[src/rtl/wb_select_stage_pkg.sv]
`default_nettype none
// ============================================================================
// Module      : wb_select_stage_pkg
// Description : Shared definitions for the writeback select stage:
//               load-extension opcodes and the GPR index width.
// Revision    : 1.0  initial release
// ============================================================================
package wb_select_stage_pkg;

  // Load-extension opcodes carried on in_ext_op
  localparam logic [2:0] EXT_NONE = 3'd0;  // no extension (also lw)
  localparam logic [2:0] EXT_LB   = 3'd1;
  localparam logic [2:0] EXT_LBU  = 3'd2;
  localparam logic [2:0] EXT_LH   = 3'd3;
  localparam logic [2:0] EXT_LHU  = 3'd4;

  // Register-file index width
  localparam int GPR_W = 5;

endpackage
`default_nettype wire

[src/rtl/wb_select_stage_load_ext.sv]
`default_nettype none
// ============================================================================
// Module      : load_ext
// Description : Combinational MIPS load extension (lb/lbu/lh/lhu/lw) of a
//               32-bit memory word.
// Ports       : i_data     32-bit word read from memory
//               i_ext_op   extension opcode (EXT_* in the package)
//               i_addr_lo  load address bits [1:0]
//               o_data     extended result
//               o_err      misaligned halfword or undefined opcode
// Revision    : 1.0  initial release
// ============================================================================
module load_ext
  import wb_select_stage_pkg::*;
(
  input  logic [31:0] i_data,
  input  logic [2:0]  i_ext_op,
  input  logic [1:0]  i_addr_lo,
  output logic [31:0] o_data,
  output logic        o_err
);

  logic [7:0]  w_byte;
  logic [15:0] w_half;

  always_comb begin
    case (i_addr_lo)
      2'd0:    w_byte = i_data[7:0];
      2'd1:    w_byte = i_data[15:8];
      2'd2:    w_byte = i_data[23:16];
      default: w_byte = i_data[31:24];
    endcase
    w_half = i_addr_lo[1] ? i_data[31:16] : i_data[15:0];
  end

  always_comb begin
    o_data = i_data;
    o_err  = 1'b0;
    case (i_ext_op)
      EXT_NONE: o_data = i_data;
      EXT_LB:   o_data = {{24{w_byte[7]}}, w_byte};
      EXT_LBU:  o_data = {24'd0, w_byte};
      EXT_LH, EXT_LHU: begin
        if (i_addr_lo[0]) begin
          // Odd halfword address: no valid lane, force zero and flag
          o_data = 32'd0;
          o_err  = 1'b1;
        end else if (i_ext_op == EXT_LH) begin
          o_data = {{16{w_half[15]}}, w_half};
        end else begin
          o_data = {16'd0, w_half};
        end
      end
      // Undefined opcodes pass the word through unextended but flag it
      default:  o_err = 1'b1;
    endcase
  end

endmodule
`default_nettype wire

[src/rtl/wb_select_stage.sv]
`default_nettype none
// ============================================================================
// Module      : wb_select_stage
// Description : Writeback result select. Picks one of NUM_SRC sources,
//               applies load extension to source EXT_SRC, and registers the
//               result toward the register file through a 2-entry skid
//               buffer (main output register + skid) with valid/ready.
// Ports       : clk, reset (sync, active-high), flush (sync discard)
//               in_valid/in_ready, in_src (flattened), in_sel, in_ext_op,
//               in_addr_lo, in_rd                         -- upstream entry
//               out_valid/out_ready, out_data, out_rd, out_we, sel_err
//                                                         -- downstream entry
// Note        : WIDTH must be 32 (extension lanes are bytes/halves of 32).
// Revision    : 1.0  initial release
// ============================================================================
module wb_select_stage
  import wb_select_stage_pkg::*;
#(
  parameter int WIDTH   = 32,
  parameter int NUM_SRC = 4,
  parameter int SEL_W   = 2,
  parameter int EXT_SRC = 1
) (
  input  logic                     clk,
  input  logic                     reset,
  input  logic                     flush,
  input  logic                     in_valid,
  output logic                     in_ready,
  input  logic [NUM_SRC*WIDTH-1:0] in_src,
  input  logic [SEL_W-1:0]         in_sel,
  input  logic [2:0]               in_ext_op,
  input  logic [1:0]               in_addr_lo,
  input  logic [GPR_W-1:0]         in_rd,
  output logic                     out_valid,
  input  logic                     out_ready,
  output logic [WIDTH-1:0]         out_data,
  output logic [GPR_W-1:0]         out_rd,
  output logic                     out_we,
  output logic                     sel_err
);

  // Selection / extension (pre-register)
  logic [WIDTH-1:0] w_raw;
  logic             w_sel_ok;
  logic [WIDTH-1:0] w_ext_data;
  logic             w_ext_err;
  logic [WIDTH-1:0] w_data;
  logic             w_err;

  // Storage
  logic             r_main_valid;
  logic [WIDTH-1:0] r_main_data;
  logic [GPR_W-1:0] r_main_rd;
  logic             r_main_err;
  logic             r_skid_valid;
  logic [WIDTH-1:0] r_skid_data;
  logic [GPR_W-1:0] r_skid_rd;
  logic             r_skid_err;
  logic             r_in_ready;

  logic w_in_xfer;
  logic w_out_xfer;
  logic w_main_free;
  logic w_skid_valid_nxt;

  always_comb begin
    w_raw    = '0;
    w_sel_ok = 1'b0;
    for (int k = 0; k < NUM_SRC; k++) begin
      if (in_sel == SEL_W'(k)) begin
        w_raw    = in_src[k*WIDTH +: WIDTH];
        w_sel_ok = 1'b1;
      end
    end
  end

  load_ext u_load_ext (
    .i_data    (w_raw),
    .i_ext_op  (in_ext_op),
    .i_addr_lo (in_addr_lo),
    .o_data    (w_ext_data),
    .o_err     (w_ext_err)
  );

  always_comb begin
    if (!w_sel_ok) begin
      w_data = '0;
      w_err  = 1'b1;
    end else if (in_sel == SEL_W'(EXT_SRC)) begin
      w_data = w_ext_data;
      w_err  = w_ext_err;
    end else begin
      w_data = w_raw;
      w_err  = 1'b0;
    end
  end

  assign w_in_xfer   = in_valid & r_in_ready;
  assign w_out_xfer  = r_main_valid & out_ready;
  // Main can be loaded this edge if it is empty or its entry is leaving
  assign w_main_free = !r_main_valid | w_out_xfer;
  // Skid occupancy after this edge; drives the registered in_ready
  assign w_skid_valid_nxt = w_main_free ? (r_skid_valid & w_in_xfer)
                                        : (r_skid_valid | w_in_xfer);

  always_ff @(posedge clk) begin
    if (reset) begin
      r_main_valid <= 1'b0;
      r_main_data  <= '0;
      r_main_rd    <= '0;
      r_main_err   <= 1'b0;
      r_skid_valid <= 1'b0;
      r_skid_data  <= '0;
      r_skid_rd    <= '0;
      r_skid_err   <= 1'b0;
      r_in_ready   <= 1'b0;
    end else if (flush) begin
      r_main_valid <= 1'b0;
      r_skid_valid <= 1'b0;
      r_in_ready   <= 1'b1;
    end else begin
      if (w_main_free) begin
        if (r_skid_valid) begin
          // Oldest entry (skid) advances; any new input backfills skid
          r_main_valid <= 1'b1;
          r_main_data  <= r_skid_data;
          r_main_rd    <= r_skid_rd;
          r_main_err   <= r_skid_err;
          if (w_in_xfer) begin
            r_skid_data <= w_data;
            r_skid_rd   <= in_rd;
            r_skid_err  <= w_err;
          end
        end else begin
          r_main_valid <= w_in_xfer;
          if (w_in_xfer) begin
            r_main_data <= w_data;
            r_main_rd   <= in_rd;
            r_main_err  <= w_err;
          end
        end
      end else if (w_in_xfer) begin
        r_skid_data <= w_data;
        r_skid_rd   <= in_rd;
        r_skid_err  <= w_err;
      end
      r_skid_valid <= w_skid_valid_nxt;
      r_in_ready   <= !w_skid_valid_nxt;
    end
  end

  assign in_ready  = r_in_ready;
  assign out_valid = r_main_valid;
  assign out_data  = r_main_data;
  assign out_rd    = r_main_rd;
  assign sel_err   = r_main_err;
  assign out_we    = r_main_valid & (r_main_rd != '0) & !r_main_err;

endmodule
`default_nettype wire

[config.mk]
export PLATFORM = sky130hd
export DESIGN_NAME = wb_select_stage
export DESIGN_NICKNAME = d
export VERILOG_FILES = /design/src/rtl/wb_select_stage_pkg.sv /design/src/rtl/wb_select_stage_load_ext.sv /design/src/rtl/wb_select_stage.sv
export SDC_FILE = /design/constraint.sdc
export NUM_CORES = 1
export LEC_CHECK = 0
export ABC_AREA = 1
export CORE_AREA = 2 2 134 104
export CTS_BUF_LIST = sky130_fd_sc_hd__clkbuf_16
export DETAILED_ROUTE_END_ITERATION = 16
export DIE_AREA = 0 0 136 106
export DONT_BUFFER_PORTS = 1
export PLACE_DENSITY = 0.63
export SLEW_MARGIN = 20
export SYNTH_ARGS = -nofsm -noshare
export SYNTH_HDL_FRONTEND = slang
export SYNTH_HIERARCHICAL = 1
export SYNTH_SLANG_ARGS = --single-unit
[constraint.sdc]
create_clock -name clk -period 3.7 [get_ports clk]
set_input_delay 0.185 -clock clk [delete_from_list [all_inputs] [get_ports clk]]
set_output_delay 0.185 -clock clk [all_outputs]
set_load 0.01 [all_outputs]
# Word-level counts from Yosys, hierarchy flattened
# Index checks and enable logic that the tools add are counted.
dict set report word_totals {
  word_cells 77
  output_inout_bits 41
  ff_bits 79
}
dict set report op_classes {
  n_mux 37
  bitwise_logic 8
  reduce_logical 13
  n_eq_ne 10
}
# op count
set op_table {}
lappend op_table {{32-bit two-way mux} 13}
lappend op_table {{32-bit one-hot mux with 3 select lines} 1}
lappend op_table {{5-bit two-way mux} 5}
lappend op_table {{8-bit one-hot mux with 3 select lines} 1}
lappend op_table {{16-bit two-way mux} 1}
lappend op_table {{1-bit two-way mux} 15}
lappend op_table {{2-bit equality test (second input constant)} 3}
lappend op_table {{3-bit by 2-bit equality test with 1-bit output (second input constant)} 2}
lappend op_table {{1-bit AND} 5}
lappend op_table {{5-bit nonzero test} 1}
lappend op_table {{2-bit by 1-bit equality test with 1-bit output (second input constant)} 2}
lappend op_table {{2-bit zero test} 2}
lappend op_table {{2-bit OR reduction} 2}
lappend op_table {{3-bit by 1-bit equality test with 1-bit output (second input constant)} 1}
lappend op_table {{3-bit equality test (second input constant)} 1}
lappend op_table {{1-bit zero test} 3}
lappend op_table {{3-bit zero test} 1}
lappend op_table {{3-bit AND reduction} 1}
lappend op_table {{3-bit OR reduction} 1}
lappend op_table {{2-bit inequality test (second input constant)} 1}
lappend op_table {{1-bit OR} 2}
lappend op_table {{1-bit one-hot mux with 2 select lines} 1}
lappend op_table {{2-bit AND reduction} 1}
lappend op_table {{2-bit nonzero test} 1}
lappend op_table {{1-bit NOT} 1}

# Depth between registers and ports, before layout
dict set report logic_depth {
  ltp_word 14
  depth_mapped 15
  ltp_nobuf 12
}

# Hierarchy
# Netlist, hierarchy kept.
# mod area_per_inst_um2 cells_per_inst n_inst
set modules_own_cells {}
lappend modules_own_cells {wb_select_stage 4780.8 761 1}
lappend modules_own_cells {load_ext 991.0 203 1}

# Worst setup path after synthesis
# Ideal clock, no wire load.
dict set report synth_timing {
  path_type {input -> register}
  startpoint {input port in_sel[1]}
  endpoint {register r_main_data[31] (netlist: out_data[31])}
  n_path_buf 3
  setup_slack_ns 1.743
  path_stages 14
  setup_ns 0.119
  t_arrival_ns 1.838
  cell_sequence {buf_2 > nor2_2 > buf_2 > nand2_1 > nand3_1 > nand2_1 > o21ai_2 > nand3_2 > nand3_4 > buf_6 > nand3_1 > or2_2 > nand3_1 > a21oi_1}
}
dict set report synth_between {
  elab_chain_len 13
  elab_cells_between_ends 21
}
# element line_no
set synth_rtl {}
lappend synth_rtl {{from (decl)} wb_select_stage.sv:30} ;# input logic [SEL_W-1:0] in_sel,
lappend synth_rtl {{2-bit zero test} wb_select_stage.sv:70} ;# if (in_sel == SEL_W'(k)) begin
lappend synth_rtl {{32-bit two-way mux (3 in a row)} wb_select_stage.sv:70}
lappend synth_rtl {{32-bit two-way mux (*)} wb_select_stage.sv:70}
lappend synth_rtl {{named net w_raw[15]} wb_select_stage.sv:43} ;# logic [WIDTH-1:0] w_raw;
lappend synth_rtl {{16-bit two-way mux} wb_select_stage_load_ext.sv:33} ;# w_half = i_addr_lo[1] ? i_data[31:16] : i_data[15:0];
lappend synth_rtl {{32-bit two-way mux} wb_select_stage_load_ext.sv:48} ;# end else if (i_ext_op == EXT_LH) begin
lappend synth_rtl {{32-bit two-way mux} wb_select_stage_load_ext.sv:44} ;# if (i_addr_lo[0]) begin
lappend synth_rtl {{32-bit one-hot mux with 3 select lines (*)} wb_select_stage_load_ext.sv:39} ;# case (i_ext_op)
lappend synth_rtl {{named net w_ext_data[31]} wb_select_stage.sv:45} ;# logic [WIDTH-1:0] w_ext_data;
lappend synth_rtl {{32-bit two-way mux (*)} wb_select_stage.sv:89} ;# end else if (in_sel == SEL_W'(EXT_SRC)) begin
lappend synth_rtl {{32-bit two-way mux (*)} wb_select_stage.sv:86} ;# if (!w_sel_ok) begin
lappend synth_rtl {{32-bit two-way mux (*)} wb_select_stage.sv:136} ;# if (w_in_xfer) begin
lappend synth_rtl {{32-bit two-way mux (*)} wb_select_stage.sv:123} ;# if (r_skid_valid) begin
lappend synth_rtl {{to (signal assigned)} wb_select_stage.sv:126} ;# r_main_data <= r_skid_data;
lappend synth_rtl {{to (signal assigned)} wb_select_stage.sv:137} ;# r_main_data <= w_data;
lappend synth_rtl {{to (decl)} wb_select_stage.sv:52} ;# logic [WIDTH-1:0] r_main_data;
# The timed path passes the listed nets; every way through them passes the cells marked *. The select of a mux whose other input is x is not followed.
# A chain may end at the register's enable or synchronous reset.

# Worst setup path in the final report
dict set report layout_timing {
  startpoint {register r_main_valid (netlist: out_valid)}
  endpoint {register r_skid_data[2]}
}
dict set report layout_between {
  elab_chain_len 4
  elab_cells_between_ends 6
}
# element line_no
set layout_rtl {}
lappend layout_rtl {{from (decl)} wb_select_stage.sv:51} ;# logic r_main_valid;
lappend layout_rtl {{from (signal assigned)} wb_select_stage.sv:135} ;# r_main_valid <= w_in_xfer;
lappend layout_rtl {{1-bit AND / 1-bit zero test (equally long branches)} {wb_select_stage.sv:99, wb_select_stage.sv:101}}
lappend layout_rtl {{1-bit OR (*)} wb_select_stage.sv:101} ;# assign w_main_free = !r_main_valid | w_out_xfer;
lappend layout_rtl {{2-bit inequality test (no source line)} n/a}
lappend layout_rtl {{2-bit AND reduction (no source line)} n/a}
lappend layout_rtl {{to (signal assigned)} wb_select_stage.sv:130} ;# r_skid_data <= w_data;
lappend layout_rtl {{to (signal assigned)} wb_select_stage.sv:143} ;# r_skid_data <= w_data;
lappend layout_rtl {{to (decl)} wb_select_stage.sv:56} ;# logic [WIDTH-1:0] r_skid_data;
# Mark *: on every way between the ends. The rest lies on a longest branch, timed or not.

==> run summary <==
initial antenna violation count: 0
Net Sw Frac: 0.302
drt via density: 5.60
Pwr Density: 385 nW/um2
1st-pass router iterations: 6
Post-CTS Resized: 0
Switch Pwr: 701 uW
Post-Syn Area per Cell: 5.99 um2
wire length on met1: 8.17 mm
CP Data Required Time: 3970 ps
share of layout cells above drive strength 1: 0.0533
Fin. Hold Viols: 0
combinational share of power: 0.199
chip height: 106 um
half-perimeter wire length after placement: 13.0 mm
vias: 6125
endpoints failing setup: 0
CP max FO: 38
Initial DRC Count: 511
YS warnings: 6
Gate Count Post-Synth: 964
die area: 14400 um2
worst min-delay path class: in2reg
GP Congestion: 0.907
Netlist cell types: 27
Fin Clk Skew: 7.20 ps
GRT Util Overall: 0.264
worst setup margin: 1620 ps
nature of the critical path startpoint: flip-flop
Rel. slew slack: 0.358
register area share after synthesis: 0.274
Tcrit/Tclk final: 0.563
clock buffer depth: 2
CP arrival: 2350 ps
maxcap violations: 0
Fmax: 480 MHz
clock-pin slew on the worst setup and hold paths: 60 ps
sequential share of power: 0.391
final slew viol count: 0
top sig layer: met4
Final min period: 2080 ps
largest net degree at the start of global routing: 75
core area: 13200 um2
Power Internal: 1620 uW
clock network fraction of design power: 0.410
Num Clock Sinks: 79
CTS buffer count: 9
met2 WL: 8.46 mm
metal3 WL: 1.76 mm
port buffer count: 0
htree depth: 3
slew at the pin closest to its max-slew limit: 962 ps
gr ovfl total: 0
Syn Nets: 1109
io pins: 186
die width: 136 um
ANT nets after route: 0
Site Rows: 37
Worst Setup Path Type: reg2reg
overall routed net length: 18.9 mm
diode count: 0
Initial Util: 0.436
global-route wire length before repair: 30.1 mm
Leak: 0.00299 uW
clk root buf: clkbuf_16
clk_lat worst skew: 340 ps
DRC Markers: 0
Syn-to-layout area delta: 4.62%
CP endpoint kind: flip-flop
pre-CTS setup slack: 1530 ps
CTS tree: built
mapped cell area: 5770 um2
register bit total from synthesis: 79
status: finished, final reports clean
worst vdd ir: 247 uV
setup tns final: 0 ps
Avg WL per Cell: 17.2 um
unrepaired setup endpoints after global routing: no
number of global-route vias before repair: 5773
nets: 1060
## per-stage QoR
step	hold slack, ps	instances	instance area [um2]	power (uW)	utilization
global placement	257	1076	5700	1380	0.430
CTS	3.73	1094	6040	2330	0.456
detailed placement	259	1076	5700	1380	0.430
finish	10.1	1094	6040	2320	0.456
floorplan	254	964	5770	1290	-
global route	26.0	1094	6040	2440	0.456
## layer usage
layer,vias up,GRT usage
met5,-,0
met4,0,0.0923
met3,33,0.0768
met2,234,0.406
met1,2763,0.352
li1,3095,-
## cell type report
| cell class | count | area, um2 |
|---|---|---|
| Timing Repair Buffer | 12 | 97.6 |
| Inverter | 83 | 312 |
| Clock buffer | 9 | 225 |
| Sequential cell | 79 | 1580 |
| Clock inverter | 6 | 86.3 |
| Fill cell | 1470 | 7200 |
| Multi-Input combinational cell | 730 | 3520 |
| Tap cell | 175 | 219 |
## worst max-delay path, stage by stage (launching register included)
cell and delay (ps):
dfxtp_1 380, inv_1 100, nor2_1 90, inv_1 80
nand2_1 60, nand2_1 160, inv_2 530, buf_4 330
o21ai_0 90, a21oi_1 160
## cells in the mapped netlist (all sizes together)
library cell    n  area (um2)
nand3         174         918
a211oi          1        7.51
or2            32         200
nor2           44         178
nor3            5        25.0
dfxtp          79        1580
nand3b         31         233
inv            83         312
nand2         223         842
a21oi         100         500
buf            43         253
a211o           1        8.76
and2            1        6.26
o21ai         118         598
clkbuf         29         109
## kinds of logic (layout without fill, tap and decap cells)
kind of cell    Yosys count  count (layout)  synth area share
buf+inv                 155             110             0.117
flops                    79              79             0.274
compound gates          220             220             0.193
simple gates            510             510             0.416
## worst paths after layout
check | startpoint | slack, ps | cells after the start | to
setup / recovery | out_valid | 1620 | 9 | r_skid_data[2]
hold / removal | in_rd[1] | 10 | 2 | r_skid_rd[1]
setup reg to reg | out_valid | 1620 | 9 | r_skid_data[2]
hold reg to reg | r_skid_err | 470 | 2 | r_skid_err
## power by group through the flow
| stage | clock network (uW) | logic (uW) | registers, uW |
|---|---|---|---|
| finish | 952 | 462 | 908 |
| global route | 1010 | 525 | 911 |
| CTS | 965 | 458 | 909 |
| detailed placement | 0 | 451 | 928 |
| global placement | 0 | 450 | 928 |
| floorplan | 0 | 376 | 918 |
## state kept, by name, indices dropped and copies added (netlist names)
signal        flops
out_data         32
r_skid_data      32
out_rd            5
r_skid_rd         5
in_ready          1
out_valid         1
r_skid_err        1
r_skid_valid      1
sel_err           1
## repair_timing
item,4_1_cts,5_1_grt
hold buffers,3,0
hold endpoints to repair,6,0
buffers inserted,0,0
## layout by cell type (no fill, tap or decap), types with 28 or more instances in the layout
| master | Yosys | final |
|---|---|---|
| a21oi_1 | 100 | 100 |
| dfxtp_1 | 79 | 79 |
| inv_1 | 76 | 77 |
| nand2_1 | 221 | 221 |
| nand3_1 | 166 | 166 |
| nand3b_1 | 31 | 31 |
| nor2_1 | 41 | 41 |
| o21ai_0 | 110 | 110 |
| or2_1 | 28 | 28 |
Note: power is estimated with default switching activity, not from simulation.
